--- src/rtl/trafficlight_monitor.sv ---
// Receiving-end checker for hwy/road light codes: decodes them to one-hot lamp drives and
// flags illegal codes, conflicts, bad phase order and short yellow/all-red dwell times.
module trafficlight_monitor #(
   parameter int YEL_MIN    = 3,
   parameter int ALLRED_MIN = 2,
   parameter int DW         = 4,
   parameter int CNT_W      = 8
) (
   input  logic             clock,
   input  logic             clear_n,
   input  logic [1:0]       hwy,
   input  logic [1:0]       road,
   input  logic             err_clr,
   output logic [2:0]       hwy_lamp,
   output logic [2:0]       road_lamp,
   output logic             err_illegal,
   output logic             err_conflict,
   output logic             err_sequence,
   output logic             err_timing,
   output logic             err_any,
   output logic [2:0]       first_err,
   output logic [CNT_W-1:0] cycle_count
);

   typedef enum logic [2:0] {PH_HG, PH_HY, PH_AR, PH_RG, PH_RY, PH_BAD} phase_e;

   localparam logic [1:0]    C_RED = 2'b00, C_GRN = 2'b01, C_YEL = 2'b10, C_ILL = 2'b11;
   localparam logic [DW-1:0] DWELL_MAX = {DW{1'b1}};
   localparam logic [DW-1:0] YEL_MIN_W = DW'(YEL_MIN);
   localparam logic [DW-1:0] AR_MIN_W  = DW'(ALLRED_MIN);

   function automatic logic [2:0] lamp_of(input logic [1:0] code);
      case (code)
         C_RED:   lamp_of = 3'b100;
         C_GRN:   lamp_of = 3'b001;
         C_YEL:   lamp_of = 3'b010;
         default: lamp_of = 3'b000;
      endcase
   endfunction

   function automatic phase_e succ_of(input phase_e p);
      case (p)
         PH_HG:   succ_of = PH_HY;
         PH_HY:   succ_of = PH_AR;
         PH_AR:   succ_of = PH_RG;
         PH_RG:   succ_of = PH_RY;
         PH_RY:   succ_of = PH_HG;
         default: succ_of = PH_BAD;
      endcase
   endfunction

   phase_e           phase_q, phase_d;
   logic [DW-1:0]    dwell_q, dwell_d;
   logic [2:0]       hwy_lamp_q, road_lamp_q;
   logic [3:0]       flags_q, flags_d;
   logic             err_any_q;
   logic [2:0]       first_q, first_d;
   logic [CNT_W-1:0] count_q, count_d;

   logic   samp_ill, samp_conf, changed, legal_exit, seq_v, tim_v;
   phase_e new_phase;
   logic [2:0] new_code;

   // Classify the sampled pair; code 11 wins over conflict.
   always_comb begin
      samp_ill  = (hwy == C_ILL) || (road == C_ILL);
      samp_conf = !samp_ill && (hwy != C_RED) && (road != C_RED);
      new_phase = PH_BAD;
      if (!samp_ill && !samp_conf) begin
         case ({hwy, road})
            {C_GRN, C_RED}: new_phase = PH_HG;
            {C_YEL, C_RED}: new_phase = PH_HY;
            {C_RED, C_RED}: new_phase = PH_AR;
            {C_RED, C_GRN}: new_phase = PH_RG;
            {C_RED, C_YEL}: new_phase = PH_RY;
            default:        new_phase = PH_BAD;
         endcase
      end
   end

   always_ff @(posedge clock or negedge clear_n) begin
      if (!clear_n) begin
         phase_q     <= PH_HG;
         dwell_q     <= DW'(1);
         hwy_lamp_q  <= 3'b001;
         road_lamp_q <= 3'b100;
         flags_q     <= 4'b0000;
         err_any_q   <= 1'b0;
         first_q     <= 3'b000;
         count_q     <= '0;
      end else begin
         phase_q     <= phase_d;
         dwell_q     <= dwell_d;
         hwy_lamp_q  <= lamp_of(hwy);
         road_lamp_q <= lamp_of(road);
         flags_q     <= flags_d;
         err_any_q   <= |flags_d;
         first_q     <= first_d;
         count_q     <= count_d;
      end
   end

   always_comb begin
      changed = (new_phase != phase_q);
      phase_d = new_phase;
      if (changed)                 dwell_d = DW'(1);
      else if (dwell_q == DWELL_MAX) dwell_d = dwell_q;
      else                         dwell_d = dwell_q + DW'(1);
   end

   // Entering BAD is reported by the illegal/conflict flags only; leaving BAD is a recovery.
   always_comb begin
      legal_exit = changed && (phase_q != PH_BAD) && (new_phase == succ_of(phase_q));
      seq_v      = changed && (phase_q != PH_BAD) && (new_phase != PH_BAD) && !legal_exit;
      tim_v      = legal_exit &&
                   ((((phase_q == PH_HY) || (phase_q == PH_RY)) && (dwell_q < YEL_MIN_W)) ||
                    ((phase_q == PH_AR) && (dwell_q < AR_MIN_W)));
      if (samp_ill)       new_code = 3'b001;
      else if (samp_conf) new_code = 3'b010;
      else if (seq_v)     new_code = 3'b011;
      else if (tim_v)     new_code = 3'b100;
      else                new_code = 3'b000;
      flags_d = (flags_q & {4{~err_clr}}) | {tim_v, seq_v, samp_conf, samp_ill};
      first_d = (err_clr || (first_q == 3'b000)) ? new_code : first_q;
      count_d = (legal_exit && (phase_q == PH_RY)) ? count_q + CNT_W'(1) : count_q;
   end

   assign hwy_lamp     = hwy_lamp_q;
   assign road_lamp    = road_lamp_q;
   assign err_illegal  = flags_q[0];
   assign err_conflict = flags_q[1];
   assign err_sequence = flags_q[2];
   assign err_timing   = flags_q[3];
   assign err_any      = err_any_q;
   assign first_err    = first_q;
   assign cycle_count  = count_q;

endmodule

--- config.mk ---
export PLATFORM = sky130hd
export DESIGN_NAME = trafficlight_monitor
export DESIGN_NICKNAME = d
export VERILOG_FILES = /design/src/rtl/trafficlight_monitor.sv
export SDC_FILE = /design/constraint.sdc
export NUM_CORES = 1
export LEC_CHECK = 0
export ABC_AREA = 1
export CAP_MARGIN = 40
export CORE_ASPECT_RATIO = 0.7
export CORE_UTILIZATION = 55
export CTS_CLUSTER_SIZE = 30
export DETAILED_ROUTE_END_ITERATION = 8
export GPL_ROUTABILITY_DRIVEN = 0
export PLACE_DENSITY = 0.95
export SYNTH_ARGS = -nofsm -noshare
export SYNTH_HDL_FRONTEND = slang
export SYNTH_SLANG_ARGS = --single-unit
--- constraint.sdc ---
create_clock -name clock -period 3.9 [get_ports clock]
set_clock_uncertainty 0.2 [all_clocks]
set_input_delay 0.78 -clock clock [delete_from_list [all_inputs] [get_ports clock]]
set_output_delay 0.78 -clock clock [all_outputs]
set_load 0.01 [all_outputs]
**Word-level counts from Yosys, hierarchy flattened**

Index checks and enable logic that the tools add are counted.

- Flip-flop bits (word level): 29
- Input bits: 7
- Output and inout bits: 22

- Reduce and logical (&&, ||, !) cells: 26
- Bitwise operators: 3
- $lt $le $gt $ge: 2
- Eq/ne operators: 20
- Multiplexer cells: 11
- $add $sub $neg: 2

Operators with widths:

| operator | number |
|---|---|
| 3-bit case mux with 5 select lines | 2 |
| 3-bit case mux with 3 select lines | 2 |
| 3-bit 2-to-1 mux | 5 |
| 1-bit logical AND | 11 |
| 8-bit by 1-bit adder with 8-bit output (second input constant) | 1 |
| 2-bit equality test (second input constant) | 4 |
| 4-bit equality test (second input constant) | 2 |
| 4-bit by 2-bit less-than comparator with 1-bit output (second input constant) | 2 |
| 4-bit 2-to-1 mux | 2 |
| 3-bit by 2-bit equality test with 1-bit output (second input constant) | 2 |
| 3-bit zero test | 2 |
| 3-bit != test (second input constant) | 2 |
| 4-bit by 1-bit adder with 4-bit output (second input constant) | 1 |
| 4-bit bitwise AND | 1 |
| 2-bit by 1-bit equality test with 1-bit output (second input constant) | 2 |
| 4-bit by 1-bit equality test with 1-bit output (second input constant) | 1 |
| 4-bit by 2-bit equality test with 1-bit output (second input constant) | 1 |
| 4-bit by 3-bit equality test with 1-bit output (second input constant) | 1 |
| 2-bit zero test | 2 |
| 4-bit zero test | 1 |
| 1-bit logical OR | 4 |
| 4-bit OR | 1 |
| 2-bit nonzero test | 2 |
| 4-bit OR reduction | 1 |
| 7 further kinds | 9 |

**Longest topological paths before layout**

- Depth after elaboration: 16
- Gate-level depth with buffers: 12
- Gate-level depth less buffers: 12

**Worst setup path before layout**

OpenSTA, ideal clock, no wires.

- Kind: input to register
- Start: in road[1]
- End: reg count_q[2], in the netlist cycle_count[2]
- Stages: 10
- Path buffers: 0
- Slack: 1.829 ns
- Data arrival time: 1.750 ns
- Library setup time: 0.122 ns
- Required time: 3.578 ns
- Cells stage by stage: inv_1 nand2_1 nand2_2 nand3_1 nand3_2 nand2_4 nor2_8 nand2_4 nand2_1 o21ai_2

- Longest elaborated chain between the ends: 12

Ends and longest elaborated chain:

| element | line | source |
|---|---|---|
| start: declaration | 12 | `input logic [1:0] road,` |
| 2-bit equality test | 66 | `samp_ill = (hwy == C_ILL) \|\| (road == C_ILL);` |
| 1-bit logical OR | 66 |  |
| 1-bit zero test | 67, 69 |  |
| 1-bit logical AND (2 in series) | 67 | `samp_conf = !samp_ill && (hwy != C_RED) && (road != C_RED);` |
| 1-bit zero test | 69 | `if (!samp_ill && !samp_conf) begin` |
| 1-bit logical AND | 69 |  |
| 3-bit 2-to-1 mux (*) | 69 |  |
| 3-bit != test | 104 | `changed = (new_phase != phase_q);` |
| 1-bit logical AND | 113 | `legal_exit = changed && (phase_q != PH_BAD) && (new_phase == succ_of(phase_q));` |
| 1-bit logical AND (*) | 113 |  |
| 1-bit logical AND (*) | 125 | `count_d = (legal_exit && (phase_q == PH_RY)) ? count_q + CNT_W'(1) : count_q;` |
| end signal: assignment | 99 | `count_q <= count_d;` |
| end: declaration | 58 | `logic [CNT_W-1:0] count_q, count_d;` |

Every way passes the cells marked *; elsewhere a longest branch is shown, timed or not.
A chain may end at the register's enable or synchronous reset.

**Worst setup path in the final report**

- Start: in hwy[0]
- End: reg count_q[2], in the netlist cycle_count[2]

- Longest elaborated chain between the ends: 12

Ends and longest elaborated chain:

| element | line | source |
|---|---|---|
| start: declaration | 11 | `input logic [1:0] hwy,` |
| 2-bit equality test | 66 |  |
| 1-bit logical OR | 66 |  |
| 1-bit zero test | 67, 69 |  |
| 1-bit logical AND (2 in series) | 67 |  |
| 1-bit zero test | 69 |  |
| 1-bit logical AND | 69 |  |
| 3-bit 2-to-1 mux (*) | 69 |  |
| 3-bit != test | 104 |  |
| 1-bit logical AND | 113 |  |
| 1-bit logical AND (*) | 113 |  |
| 1-bit logical AND (*) | 125 |  |

Marked as above.

==> flow_summary.yaml <==
finish:
  final_area_mm2: 0.00193
  n_antenna_cell: 0
  fin_nets: 224
  utilization: 0.767
  layout-drive-gt1-share: 0.153
  area_growth_pct: 28.8
  final_cells: 250
routing:
  ant_nets: 0
  drt-total-wl_um: 3220
  drt_pass1_iterations: 4
  viasPerCell: 5.18
  route.detailed.drc: 0
  drt_iter0_drc: 63
  via_count: 1296
  wl_per_cell_um: 12.9
placement:
  placed_cells_incl_taps: 242
  dpl.hpwl_um: 2360
  portBuffers: 28
  place_area_mm2: 0.00183
critical_path:
  cpPeakStageDelay_ns: 0.51
  endpoint: "cycle_count[2]$_DFFE_PN0P_"
  ff2ff_setup_slack_ns: 1.93
  cp_slowest_cell: "clkdlybuf4s50_1"
  crit_fanout: 10
  path_common_cell: "nand2_4"
  r2r_cells: 10
  r2r_start: "phase_q[0]$_DFF_PN0_"
  cp-start-kind: "primary input"
  cpLargestDelayFamily: "simple AND/OR/NAND/NOR gates"
  required_ns: 3.87
  crit_chain: "clkdlybuf4s50_1, nor2_4, nand2_4, nand2_2, nand3_1, nand3_2, nand2_4, nor2_8, nand2_4, nand2_1, o21ai_2"
  endpoint_kind: "flop"
  crit_start: "hwy[0]"
  crit_arrival_ns: 2.54
  worst-path-buf-inv: 1
  path_depth: 11
  r2r_end: "cycle_count[2]$_DFFE_PN0P_"
  crit_type: "primary input to flop"
power_and_ir_drop:
  p_per_area_mw_per_mm2: 414
  vdd_drop_max_v: 0.000377
  p_leak_nw: 0.970
global_route:
  grt_use_total: 0.257
  grt_overflow_total: 0
  antenna_found_initial: 0
  grt_pass1_vias: 1212
  grt_first_pass_wirelength_um: 5360
  grt_max_degree: 30
die:
  fp.dieH_um: 45.6
  initial_core_util: 0.595
  core-area_mm2: 0.00251
  die_w_um: 64.3
  ios: 29
  die_area_mm2: 0.00294
  rows: 15
timing:
  final-hold-violation-count: 0
  period_needed_ns: 2.57
  setup_viol: 0
  timing.final.max_slew_violations: 0
  rsz0062_at_grt: "false"
  post-route-period-util: 0.659
  tightest_slew_ns: 0.565
  hold_ws_ns: 0.321
  final.setup.tns_ns: 0
  timing.fmax_mhz: 389
  maxSlewHeadroom: 0.622
clock_network:
  insertion_delay_ns: 0.28
  cts_tree: "built"
  h-tree-depth: 2
  holdBufCountCts: 0
  clock-sinks: 29
  cts_setup_buffers: 0
  ctsRootBufferMaster: "clkbuf_8"
  cts_buffer_depth: 2
  clk_pin_slew_worst_paths_ns: 0.06
  cts_resized: 0
  cts-buffers-inserted: 5
synth:
  ys_warn_count: 0
  avgSynthCellArea_um2: 8.36
  yosysSeqAreaShare: 0.487
  postSynthRegisterBits: 29
  ys_types: 26
  syn_inst: 179
  syn_nets: 188
  syn_area_mm2: 0.00150
run_status:
  status: "complete, no violations"
hold_path:
  hold_path_class: "flop to flop"
run:
  cap_violations: 0
final cells by class:
cell class	count	area (um2)
Fill cell	166	587
Inverter	19	71.3
Clock buffer	7	96.3
Tap cell	34	42.5
Clock inverter	1	5.00
Timing Repair Buffer	29	288
Multi-Input combinational cell	131	696
Sequential cell	29	729
power by group:
group | switching, mW | leakage, nW | total [mW] | internal (mW)
Clock | 0.110 | 0.0542 | 0.269 | 0.159
Combinational | 0.0951 | 0.551 | 0.172 | 0.0768
Sequential | 0.0260 | 0.365 | 0.357 | 0.331
Total | 0.231 | 0.970 | 0.798 | 0.567
metal layers:
layer  vias to the layer above  part of all wire  GRT usage
met5                         -                 0          0
met4                         0             0.037      0.173
met3                        19             0.058     0.0825
met2                        41              0.45      0.400
met1                       594              0.46      0.315
li1                        642                 -          -
cell usage in the layout, fill, tap and decap left out:
master           netlist  routed
nand2_4                3       3
clkinv_2               0       1
clkdlybuf4s50_1        0      28
nor2_2                 1       1
a21oi_1                2       2
nor3_1                 2       2
nand4_1                3       3
clkbuf_8               0       7
nand3b_1               1       1
nor2_4                 1       1
a211oi_1               2       2
nor2_8                 1       1
dfstp_2                3       3
o21bai_1               2       2
inv_2                  3       3
or2_2                  2       2
nand2_2                7       7
nor2_1                20      20
nand2_1               50      50
xnor2_1                5       5
o21ai_2                2       2
nand3_1               17      17
o21ai_0                3       3
inv_1                 16      16
xor2_1                 2       2
dfrtp_1               26      26
nand3_2                1       1
buf_4                  0       1
o31ai_1                2       2
ha_1                   2       2
worst min path at each step:
stage,startpoint,end,slack [ns],cells after the start
2_1_floorplan,clear_n,cycle_count[0]$_DFFE_PN0P_,0.28,0
3_3_place_gp,flags_q[0]$_DFF_PN0_,flags_q[0]$_DFF_PN0_,0.29,2
3_5_place_dp,flags_q[1]$_DFF_PN0_,flags_q[1]$_DFF_PN0_,0.30,2
4_1_cts,flags_q[0]$_DFF_PN0_,flags_q[0]$_DFF_PN0_,0.32,2
5_1_grt,flags_q[0]$_DFF_PN0_,flags_q[0]$_DFF_PN0_,0.34,2
6_report,flags_q[0]$_DFF_PN0_,flags_q[0]$_DFF_PN0_,0.32,2
cells in the mapped netlist:
master | n | area share
a211oi_1 | 2 | 0.010
nand3b_1 | 1 | 0.0050
dfstp_2 | 3 | 0.053
o21ai_2 | 2 | 0.012
nand4_1 | 3 | 0.013
nand2_2 | 7 | 0.029
nor2_8 | 1 | 0.013
nand3_2 | 1 | 0.0067
a21oi_1 | 2 | 0.0067
inv_2 | 3 | 0.0075
or2_2 | 2 | 0.0084
nand3_1 | 17 | 0.057
nor2_1 | 20 | 0.050
xnor2_1 | 5 | 0.029
nand2_4 | 3 | 0.023
ha_1 | 2 | 0.017
nor2_2 | 1 | 0.0042
nor3_1 | 2 | 0.0067
o21bai_1 | 2 | 0.010
nor2_4 | 1 | 0.0075
dfrtp_1 | 26 | 0.43
o31ai_1 | 2 | 0.010
xor2_1 | 2 | 0.012
nand2_1 | 50 | 0.13
o21ai_0 | 3 | 0.010
inv_1 | 16 | 0.040
cells by family (layout without fill, tap and decap cells):
family	Yosys count	after routing	synth area share
xor+xnor	7	7	0.0410
compound gates	13	13	0.0585
buf+inv	19	56	0.0477
fa+ha+maj	2	2	0.0167
flops	29	29	0.487
simple gates	109	109	0.349
sequential cells by signal, indices dropped and copies added (netlist names):
register     count
hwy_lamp         3
phase_q          3
flags_q          4
cycle_count      8
first_err        3
err_any          1
road_lamp        3
dwell_q          4
stage by stage:
step	total power, mW	setup slack (ns)
after detailed placement	0.533	1.06
after global placement	0.524	1.14
after global routing	0.840	1.20
final	0.798	1.33
after CTS	0.805	1.36
after floorplan	0.453	1.83
worst min-delay path, stage by stage, from the launching register on:
cell and delay [ns]:
dfrtp_1 0.35, nand2_1 0.06, nand2_1 0.07
(Power assumes the default switching activity.)
